===== config.mk =====
export PLATFORM = sky130hd
export DESIGN_NAME = demux41_deser
export DESIGN_NICKNAME = d
export VERILOG_FILES = /design/src/rtl/demux41_pkg.sv /design/src/rtl/demux41_out_reg.sv /design/src/rtl/demux41_deser.sv
export SDC_FILE = /design/constraint.sdc
export NUM_CORES = 1
export LEC_CHECK = 0
export BUFFER_PORTS_ARGS = -buffer_cell sky130_fd_sc_hd__buf_4
export CORE_ASPECT_RATIO = 1.75
export CORE_UTILIZATION = 35
export DETAILED_ROUTE_END_ITERATION = 8
export GPL_TIMING_DRIVEN = 1
export PLACE_DENSITY = 0.53
export SLEW_MARGIN = 30
export SYNTH_ARGS = -nofsm -noshare
export SYNTH_HDL_FRONTEND = slang
export SYNTH_HIERARCHICAL = 1
export SYNTH_SLANG_ARGS = --single-unit

===== constraint.sdc =====
create_clock -name CLK -period 5.3 [get_ports CLK]
set_input_delay 0.795 -clock CLK [delete_from_list [all_inputs] [get_ports CLK]]
set_output_delay 0.795 -clock CLK [all_outputs]
set_load 0.05 [all_outputs]

===== src/rtl/demux41_pkg.sv =====
// Shared constants for the 1-to-4 lane deserializer: lane count, lane-pointer width
// and the EMPTY/FILLING encodings of the lane pointer.
package demux41_pkg;

    localparam int unsigned LANES = 4;
    localparam int unsigned SEL_W = 2;

    // SEL==0 is EMPTY; any non-zero SEL means FILLING
    typedef enum logic [SEL_W-1:0] {
        ST_EMPTY   = 2'd0,
        ST_FILLING = 2'd1
    } state_e;

    localparam logic [SEL_W-1:0] SEL_EMPTY = ST_EMPTY;
    localparam logic [SEL_W-1:0] SEL_LAST  = SEL_W'(LANES - 1);

endpackage


===== src/rtl/demux41_out_reg.sv =====
// Valid/ready holding register for one assembled group: loads on request, holds
// while stalled, drops valid once the group has been taken.
module demux41_out_reg
    import demux41_pkg::*;
#(
    parameter int unsigned DW = 32
) (
    input  logic             clk_i,
    input  logic             rst_i,
    input  logic             load_i,
    input  logic [DW-1:0]    data_i,
    input  logic [LANES-1:0] mask_i,
    input  logic             rdy_i,
    output logic             vld_o,
    output logic [DW-1:0]    data_o,
    output logic [LANES-1:0] mask_o,
    output logic             ready_c_o
);

    logic             vld_q;
    logic [DW-1:0]    data_q;
    logic [LANES-1:0] mask_q;

    // Free slot, or the held group leaves on this edge
    assign ready_c_o = !vld_q || rdy_i;

    always_ff @(posedge clk_i or posedge rst_i) begin
        if (rst_i) begin
            vld_q  <= 1'b0;
            data_q <= '0;
            mask_q <= '0;
        end else if (load_i) begin
            vld_q  <= 1'b1;
            data_q <= data_i;
            mask_q <= mask_i;
        end else if (rdy_i) begin
            vld_q  <= 1'b0;
        end
    end

    assign vld_o  = vld_q;
    assign data_o = data_q;
    assign mask_o = mask_q;

endmodule


===== src/rtl/demux41_deser.sv =====
// Collects up to four W-bit lane words into one 4*W group, closing early on IN_LAST.
// Define DEMUX41_MSB_FIRST_EN to place lane 0 in the top W bits of OUT_DATA.
module demux41_deser
    import demux41_pkg::*;
#(
    parameter int unsigned W = 8
) (
    input  logic           CLK,
    input  logic           RST,
    input  logic           IN_VLD,
    output logic           IN_RDY,
    input  logic [W-1:0]   IN_DATA,
    input  logic           IN_LAST,
    output logic           OUT_VLD,
    input  logic           OUT_RDY,
    output logic [4*W-1:0] OUT_DATA,
    output logic [3:0]     OUT_MASK
);

    localparam int unsigned GW = LANES * W;

    logic [SEL_W-1:0] sel_q, sel_d;
    logic [W-1:0]     lane_q [LANES];
    logic [W-1:0]     lane_d [LANES];
    logic [LANES-1:0] mask_q, mask_d;
    logic [LANES-1:0] grp_mask;
    logic [GW-1:0]    grp_data;
    logic             in_xfer;
    logic             done;

    assign in_xfer = IN_VLD && IN_RDY;
    assign done    = in_xfer && ((sel_q == SEL_LAST) || IN_LAST);

    // Lane write and pointer advance; grp_mask includes the lane written this cycle
    always_comb begin
        sel_d    = sel_q;
        mask_d   = mask_q;
        lane_d   = lane_q;
        grp_mask = mask_q;
        if (in_xfer) begin
            lane_d[sel_q]   = IN_DATA;
            grp_mask[sel_q] = 1'b1;
            if (done) begin
                sel_d  = SEL_EMPTY;
                mask_d = '0;
            end else begin
                sel_d  = SEL_W'(sel_q + 1'b1);
                mask_d = grp_mask;
            end
        end
    end

    // Unwritten lanes read as zero so stale bytes never leak into a short group
    for (genvar k = 0; k < LANES; k++) begin : g_lane
`ifdef DEMUX41_MSB_FIRST_EN
        assign grp_data[(LANES-1-k)*W +: W] = grp_mask[k] ? lane_d[k] : '0;
`else
        assign grp_data[k*W +: W] = grp_mask[k] ? lane_d[k] : '0;
`endif
    end

    always_ff @(posedge CLK or posedge RST) begin
        if (RST) begin
            sel_q  <= SEL_EMPTY;
            mask_q <= '0;
            lane_q <= '{default: '0};
        end else begin
            sel_q  <= sel_d;
            mask_q <= mask_d;
            lane_q <= lane_d;
        end
    end

    demux41_out_reg #(
        .DW (GW)
    ) u_out_reg (
        .clk_i     (CLK),
        .rst_i     (RST),
        .load_i    (done),
        .data_i    (grp_data),
        .mask_i    (grp_mask),
        .rdy_i     (OUT_RDY),
        .vld_o     (OUT_VLD),
        .data_o    (OUT_DATA),
        .mask_o    (OUT_MASK),
        .ready_c_o (IN_RDY)
    );

endmodule


== Word-level counts from Yosys, hierarchy flattened ==
Index checks and enable logic that the tools add are counted.

* Flip-flop bits (word level): 75
* Bits of input ports: 13
* Output and inout bits: 38
* Logic and storage cells: 40

* $add $sub $neg: 1
* $lt $le $gt $ge: 4
* Eq/ne operators: 1
* Mux-type cells: 15
* Bitwise gates (word level): 2
* Reduce and logical (&&, ||, !) cells: 8

{| class="wikitable"
|+ Operators by type and width
! kind !! count
|-
| two-way mux 8 bit || 5
|-
| bitwise mux 32 bit || 1
|-
| two-way mux 32 bit || 1
|-
| demux 8 bit (select 2 bit) || 1
|-
| two-way mux 4 bit || 2
|-
| logical AND 1 bit || 4
|-
| OR 4 bit || 1
|-
| >= comparator 3 bit (second input constant) || 1
|-
| < comparator 2 x 3 -> 1 bit (second input constant) || 1
|-
| < comparator 3 x 1 -> 1 bit (second input constant) || 1
|-
| two-way mux 1 bit || 3
|-
| inverter 2 -> 3 bit || 1
|-
| adder 2 x 1 -> 2 bit (second input constant) || 1
|-
| demux 1 bit (select 2 bit) || 1
|-
| == test 2 bit (second input constant) || 1
|-
| >= comparator 2 x 1 -> 1 bit (second input constant) || 1
|-
| logical OR 1 bit || 2
|-
| two-way mux 2 bit || 1
|-
| nonzero test 2 bit || 1
|-
| zero test 1 bit || 1
|}

== Depth between registers and ports, before layout ==
Gate-level depths: netlist (run 1).

* Depth after elaboration: 8
* Mapped depth: 7

== Hierarchy ==
Netlist (run 1), hierarchy kept.

{| class="wikitable"
|+ Modules (own cells, without submodules)
! module !! times used !! cells an instance !! area each (um^2) !! seq. area each (um^2)
|-
| demux41_deser || 1 || 196 || 2,102.0 || 950.9
|-
| demux41_out_reg || 1 || 80 || 1,527.7 || 925.9
|}

== Worst setup path before layout (run 1) ==
No wires, ideal clock.

* Path type: input to register
* Start: input OUT_RDY
* End: register u_out_reg.data_q[0], in the netlist u_out_reg/data_o[0]
* Setup time: 0.125 ns
* Arrival: 2.474 ns
* Required time: 5.175 ns
* Path slack: 2.701 ns
* Stages: 7
* Cell sequence: nand2b_1 > buf_6 > buf_6 > o211a_1 > buf_6 > buf_12 > mux2_4

* Elaborated cells between the ends (all ways): 6
* Those cells by class: mux: 3; reduce/logical: 3

{| class="wikitable"
|+ RTL lines
! element !! RTL line !! text
|-
| start: declaration || demux41_deser.sv:15 || <nowiki>input logic OUT_RDY,</nowiki>
|-
| logical OR 1 bit || demux41_out_reg.sv:25 || <nowiki>assign ready_c_o = !vld_q || rdy_i;</nowiki>
|-
| logical AND 1 bit || demux41_deser.sv:31 || <nowiki>assign in_xfer = IN_VLD && IN_RDY;</nowiki>
|-
| logical AND 1 bit || demux41_deser.sv:32 || <nowiki>assign done = in_xfer && ((sel_q == SEL_LAST) || IN_LAST);</nowiki>
|-
| named net done || demux41_deser.sv:29 || <nowiki>logic done;</nowiki>
|-
| end signal: assignment || demux41_out_reg.sv:34 || <nowiki>data_q <= data_i;</nowiki>
|-
| end: declaration || demux41_out_reg.sv:21 || <nowiki>logic [DW-1:0] data_q;</nowiki>
|}

The timed path passes the listed nets, and every way through them passes these cells.
A chain may end at the register's enable or synchronous reset.

== Final worst setup path (run 1) ==
* Start: register sel_q[0]
* End: register u_out_reg.data_q[12], in the netlist u_out_reg/data_o[12]

* Elaborated cells between the ends (all ways): 19
* Those cells by class: order compare: 4; eq/ne: 1; mux: 8; bitwise: 2; reduce/logical: 4

{| class="wikitable"
|+ RTL lines
! element !! RTL line !! text
|-
| start: declaration || demux41_deser.sv:22 || <nowiki>logic [SEL_W-1:0] sel_q, sel_d;</nowiki>
|-
| start signal: assignment || demux41_deser.sv:68 || <nowiki>sel_q <= sel_d;</nowiki>
|-
| == test 2 bit || demux41_deser.sv:32 ||
|-
| logical OR 1 bit || demux41_deser.sv:32 ||
|-
| logical AND 1 bit || demux41_deser.sv:32 ||
|-
| named net done || demux41_deser.sv:29 ||
|}

The timed path passes the listed nets, and every way through them passes these cells.

==> impl_metrics.json, run 1 <==
{
  "avgSynthCellArea_um2": 13.2,
  "cts_hold_buf": 0,
  "path_cells": "ha_1 -> o211a_2 -> buf_4 -> mux2_4",
  "fin_crit_sh": 0.525,
  "switching_share": 0.409,
  "hpwlAfterDp_mm": 5.08,
  "hold_viol": 0,
  "grt_pass1_wl_mm": 13.3,
  "drt_iter0_markers": 184,
  "clock_power_share": 0.212,
  "grt.total_usage": 0.166,
  "internal_power_uw": 1540,
  "finalWirelength_mm": 8.02,
  "clockBufferDepth": 2,
  "setup_violations": 0,
  "dieArea_um2": 10800,
  "fmax_mhz": 359,
  "finalNonFillerCells": 443,
  "worst_slack_ps": 2520,
  "p_per_area_nw_per_um2": 619,
  "drv_cap": 0,
  "clkSinkCount": 75,
  "comb_power_share": 0.438,
  "slew-limit-headroom": 0.450,
  "rows": 48,
  "p_leak_uw": 0.00190,
  "dr.pass1.iters": 6,
  "nNetsFinal": 334,
  "antenna_found_initial": 0,
  "critPathRequiredTime_ps": 5510,
  "status": "completed",
  "grt_pass1_vias": 2407,
  "cts_inserted_buffers": 9,
  "place_inst": 427,
  "core_area_um2": 9970,
  "cts_setup_buffers": 0,
  "cts-root-buf": "clkbuf_16",
  "final.setup.tns_ps": 0,
  "switchingPower_uw": 1060,
  "skew_ps": 5.57,
  "period_minus_slack_ps": 2780,
  "start_util": 0.364,
  "port_buffers": 50,
  "synth_fp_nets": 297,
  "p_seq_frac": 0.351,
  "synth.distinct_cells": 21,
  "fin_util": 0.421,
  "vias": 2439,
  "grt_max_degree": 65,
  "path_max_fanout": 26,
  "yosys_warnings": 6,
  "drv_slew": 0,
  "ioPinCount": 51,
  "cp_slowest_cell": "ha_1",
  "whs_ps": 505,
  "hp-class": "reg -> reg",
  "ir_drop_mv": 0.297,
  "cts_max_level": 3,
  "overflow": 0,
  "layout-drive-gt1-share": 0.355,
  "cp-end-kind": "flop",
  "syn-instance-count": 276,
  "area_growth_pct": 15.7,
  "die-width_um": 79.0,
  "ys_seq_area_frac": 0.517,
  "cts_resized": 0,
  "die_h_um": 137,
  "clk_pin_slew_ps": 60,
  "antenna_cells": 0,
  "antenna_left": 0,
  "synthesis.area_um2": 3630,
  "viasPerCell": 5.51,
  "slowest_delay_ps": 720,
  "clk_latency_ps": 330,
  "dp_slack_ps": 2290,
  "worstMarginPinSlew_ps": 825,
  "rsz0062_at_grt": "false",
  "gp_congestion": 0.779,
  "wl_per_cell_um": 18.1,
  "cp-start-kind": "flop",
  "ys_ff_latch": 75,
  "critPathArrivalTime_ps": 3000,
  "path_class": "reg -> reg",
  "tritoncts": "built",
  "drc": 0
}
-- final timing paths --
check	slack (ps)	to	depth (start not counted)	from
max reg2reg	2520	u_out_reg/data_o[12]	4	sel_q[0]
max in group asynchronous	4350	lane_q[21]	3	RST
min in group asynchronous	590	u_out_reg/mask_o[0]	3	RST
min	500	u_out_reg/data_o[7]	1	u_out_reg/data_o[7]
min reg2reg	500	u_out_reg/data_o[7]	1	u_out_reg/data_o[7]
max	2520	u_out_reg/data_o[12]	4	sel_q[0]
-- final cells by class --
cell class / instances / area [um2]
flip-flops and latches: 75 / 1880
well taps: 125 / 156
multi-input cells: 156 / 1430
inverters: 17 / 63.8
repair buffers: 54 / 405
fillers: 995 / 5770
clock inverters: 7 / 43.8
clock buffers: 9 / 225
-- cells in the final DEF (no fill, tap or decap) --
| cell type | n |
|---|---|
| a311oi_1 | 31 |
| a31oi_1 | 62 |
| a31oi_2 | 4 |
| and2_4 | 1 |
| buf_4 | 54 |
| clkbuf_16 | 9 |
| clkinv_2 | 4 |
| clkinvlp_4 | 2 |
| dfrtp_1 | 75 |
| ha_1 | 8 |
| inv_1 | 17 |
| inv_6 | 1 |
| mux2_2 | 8 |
| mux2_4 | 29 |
| mux2i_1 | 2 |
| nand2_1 | 1 |
| nand2b_1 | 2 |
| nand3_1 | 1 |
| nand4bb_1 | 1 |
| nor2_1 | 4 |
| o211a_2 | 1 |
| o22ai_1 | 1 |
-- power by group through the flow --
stage / clock [uW] / combinational, uW / sequential, uW
after global routing: 596 / 1220 / 940
after floorplan: 0 / 500 / 1280
after CTS: 569 / 1140 / 916
final: 550 / 1140 / 911
after global placement: 0 / 1130 / 919
after detailed placement: 0 / 1140 / 922
-- sequential cells by signal (all words and copies together) (netlist names) --
register          flops
lane_q               32
u_out_reg/data_o     32
u_out_reg/mask_o      4
u_out_reg/vld_o       1
sel_q                 2
mask_q                4
-- cells in the mapped netlist, drive strengths merged --
cell,instances,share of area
buf,24,0.068
a311oi,31,0.075
and2,1,0.0024
a31oi,66,0.12
dfrtp,75,0.52
mux2i,2,0.0055
o211a,1,0.0028
inv,17,0.018
mux2,37,0.14
nand4bb,1,0.0031
clkbuf,4,0.0041
nand2b,2,0.0034
o22ai,1,0.0017
ha,8,0.028
nand3,1,0.0014
nand2,1,0.0010
nor2,4,0.0041
-- cell families (layout without fill, tap and decap cells) --
family,Yosys count,count (layout),share of synthesized area
AND/OR/NAND/NOR,10,10,0.0155
flip-flops,75,75,0.517
adder cells (fa/ha/maj),8,8,0.0276
AO/OA/AOI/OAI,99,99,0.200
buffers and inverters,45,87,0.0896
multiplexers,39,39,0.150
-- critical path: cells and delay by family (launching register included) --
family,cells,cell delay (ps)
multiplexers,1,340
adder cells (fa/ha/maj),1,720
buffers and inverters,1,480
AO/OA/AOI/OAI,1,690
flip-flops,1,410
-- routing by layer --
| metal | GRT usage | wire length (um) | vias to the layer above | part of all wire |
|---|---|---|---|---|
| met2 | 0.270 | 4140 | 54 | 0.52 |
| li1 | - | - | 1152 | - |
| met4 | 0.0667 | 136 | 0 | 0.017 |
| met1 | 0.213 | 3460 | 1225 | 0.43 |
| met5 | 0 | 0 | - | 0 |
| met3 | 0.0340 | 286 | 8 | 0.036 |
-- stage by stage --
stage               area, um2  total power (uW)
finish                   4200              2600
global route             4200              2750
CTS                      4200              2630
detailed placement       3930              2060
global placement         3930              2040
floorplan                3630              1780
(Power assumes the default switching activity.)
==> inputs of run 2 (changes only) <==
--- a/config.mk
+++ b/config.mk
@@ -5,6 +5,7 @@
 export SDC_FILE = /design/constraint.sdc
 export NUM_CORES = 1
 export LEC_CHECK = 0
+export ABC_AREA = 1
 export BUFFER_PORTS_ARGS = -buffer_cell sky130_fd_sc_hd__buf_4
 export CORE_ASPECT_RATIO = 1.75
 export CORE_UTILIZATION = 35
==> constraint.sdc (replaced) <==
create_clock -name CLK -period 2.8 [get_ports CLK]
set_input_delay 0.42 -clock CLK [delete_from_list [all_inputs] [get_ports CLK]]
set_output_delay 0.42 -clock CLK [all_outputs]
set_load 0.05 [all_outputs]
==> run 2 against run 1 <==
Synthesized cell count rose by 66%. Count of clock-buffer cells in the layout up 3. Critical endpoint is now IN_RDY. Flip-flop and latch count unchanged. Via count up 14%. Sequential power increased by 86%. Register-to-register slack got worse by 1600 ps. Die area increased by 1.8%. Highest routed layer unchanged. First-iteration DRC count fell by 16%.
==> impl_metrics.json, run 2 <==
{
  "status": "completed",
  "grt_pass1_wl_mm": 13.0,
  "synth_flop_cell": "dfrtp_1",
  "rsz0062_at_grt": "false",
  "yosys_warnings": 6,
  "startpoint": "u_out_reg/vld_o",
  "reg2reg_depth": 6,
  "nNetsFinal": 526,
  "p_seq_frac": 0.345,
  "fin_crit_sh": 0.688,
  "final.setup.tns_ps": 0,
  "die-width_um": 79.7,
  "worstMarginPinSlew_ps": 487,
  "setup_violations": 0,
  "ys_ff_latch": 75,
  "synth_area_leaders": "dfrtp_1 (51%), nand2_1 (18%), inv_1 (9.1%)",
  "path_class": "reg -> out",
  "period_minus_slack_ps": 1930,
  "hp-class": "in -> async",
  "drc": 0,
  "critPathArrivalTime_ps": 1510,
  "syn-instance-count": 458,
  "clock_power_share": 0.244,
  "skew_ps": 3.88,
  "yosysTopAreaCell": "dfrtp_1",
  "cts_hold_buf": 0,
  "dieArea_um2": 11000,
  "fmax_mhz": 519,
  "tritoncts": "built",
  "yosysTopAreaCellShare": 0.508,
  "hold_viol": 0,
  "core_area_um2": 10300,
  "clkSinkCount": 75,
  "async_reset_ff_frac": 1.00,
  "comb_power_share": 0.412,
  "critPathRequiredTime_ps": 2380,
  "cts_setup_buffers": 0,
  "cts_inserted_buffers": 9,
  "ioPinCount": 51,
  "cts-root-buf": "clkbuf_16",
  "wl_per_cell_um": 12.3,
  "avgSynthCellArea_um2": 8.07,
  "grt_pass1_vias": 2695,
  "cts_resized": 0,
  "fillers": 1064,
  "cts_max_level": 3,
  "clk_latency_ps": 330,
  "finalWirelength_mm": 7.85,
  "drt_iter0_markers": 154,
  "synth_fp_nets": 479,
  "synthMostInstantiatedCell": "nand2_1",
  "antenna_cells": 0,
  "drv_slew": 0,
  "p_per_area_nw_per_um2": 1110,
  "dr.pass1.iters": 4,
  "rows": 49,
  "port_buffers": 50,
  "layout-drive-gt1-share": 0.180,
  "switchingPower_uw": 2030,
  "antenna_left": 0,
  "synth.distinct_cells": 18,
  "grt.total_usage": 0.160,
  "clockBufferDepth": 2,
  "slew-limit-headroom": 0.675,
  "switching_share": 0.414,
  "p_leak_uw": 0.00259,
  "overflow": 0,
  "grt_max_degree": 43,
  "synthesis.area_um2": 3700,
  "ys_seq_area_frac": 0.508,
  "viasPerCell": 4.37,
  "ir_drop_mv": 0.459,
  "gp_congestion": 0.749,
  "clk_pin_slew_ps": 60,
  "power.total_uw": 4900,
  "start_util": 0.359,
  "hpwlAfterDp_mm": 5.60,
  "drv_cap": 0,
  "mostFrequentLayoutCells": "nand2_1 (175), inv_1 (90), dfrtp_1 (75), buf_4 (55), nand4_1 (34)",
  "synth_edf_count": 0,
  "timing.rr.start": "sel_q[1]",
  "path_max_fanout": 42,
  "vias": 2781,
  "cp-start-kind": "flop",
  "internal_power_uw": 2870,
  "cp-end-kind": "output pin",
  "layout_commonest_cell": "nand2_1",
  "synth_commonest_cells": "nand2_1 (175), inv_1 (90), dfrtp_1 (75)",
  "die_h_um": 138,
  "area_growth_pct": 18.9,
  "antenna_found_initial": 0
}
==> run 2: area by class of cell <==
class,instances,area (um2),share of cell area
flip-flops and latches,75,1880,0.427
multi-input cells,270,1260,0.288
repair buffers,55,413,0.0939
inverters,94,368,0.0837
clock buffers,12,267,0.0606
well taps,127,159,0.0362
clock inverters,4,47.5,0.0108
==> run 2: critical path: stages, from the launching register on <==
cell     delay (ps)
dfrtp_1         370
nand2_1         100
buf_4           410
buf_4           290
==> run 2: logic make-up (layout without fill, tap and decap cells) <==
| group | Yosys count | after routing | share of synthesized area |
|---|---|---|---|
| adder cells (fa/ha/maj) | 8 | 8 | 0.0271 |
| AO/OA/AOI/OAI | 1 | 1 | 0.00135 |
| flip-flops | 75 | 75 | 0.508 |
| buffers and inverters | 113 | 165 | 0.150 |
| AND/OR/NAND/NOR | 261 | 261 | 0.314 |
==> run 2: worst paths after layout <==
check / end / slack, ps
worst min register to register: u_out_reg/data_o[8] / 470
worst max register to register: u_out_reg/data_o[20] / 880
max in group asynchronous: sel_q[1] / 2240
min in group CLK: sel_q[0] / 380
worst min-delay path: u_out_reg/data_o[21] / 210
worst max-delay path: IN_RDY / 870
==> run 2: per-layer routing <==
metal  vias up  track usage  routed length (um)
met2        44        0.280                4160
met4         0       0.0758                 146
li1       1448            -                   -
met1      1278        0.182                3280
met3        11       0.0349                 257
met5         -            0                   0
==> run 2: power groups by stage <==
| stage | clock, uW | combinational [uW] | sequential [uW] |
|---|---|---|---|
| floorplan | 0 | 868 | 2350 |
| CTS | 1230 | 2040 | 1700 |
| global route | 1270 | 2220 | 1740 |
| detailed placement | 0 | 2030 | 1710 |
| global placement | 0 | 2010 | 1700 |
| finish | 1190 | 2010 | 1690 |
==> run 2: per-stage QoR <==
stage	std cells	hold WS [ps]	setup WS (ps)	utilization	area, um2
after floorplan	458	508	586	-	3700
after global placement	621	460	860	0.396	4080
after detailed placement	621	462	788	0.396	4080
after CTS	637	221	850	0.427	4400
after global routing	637	254	689	0.427	4400
final	637	206	873	0.427	4400
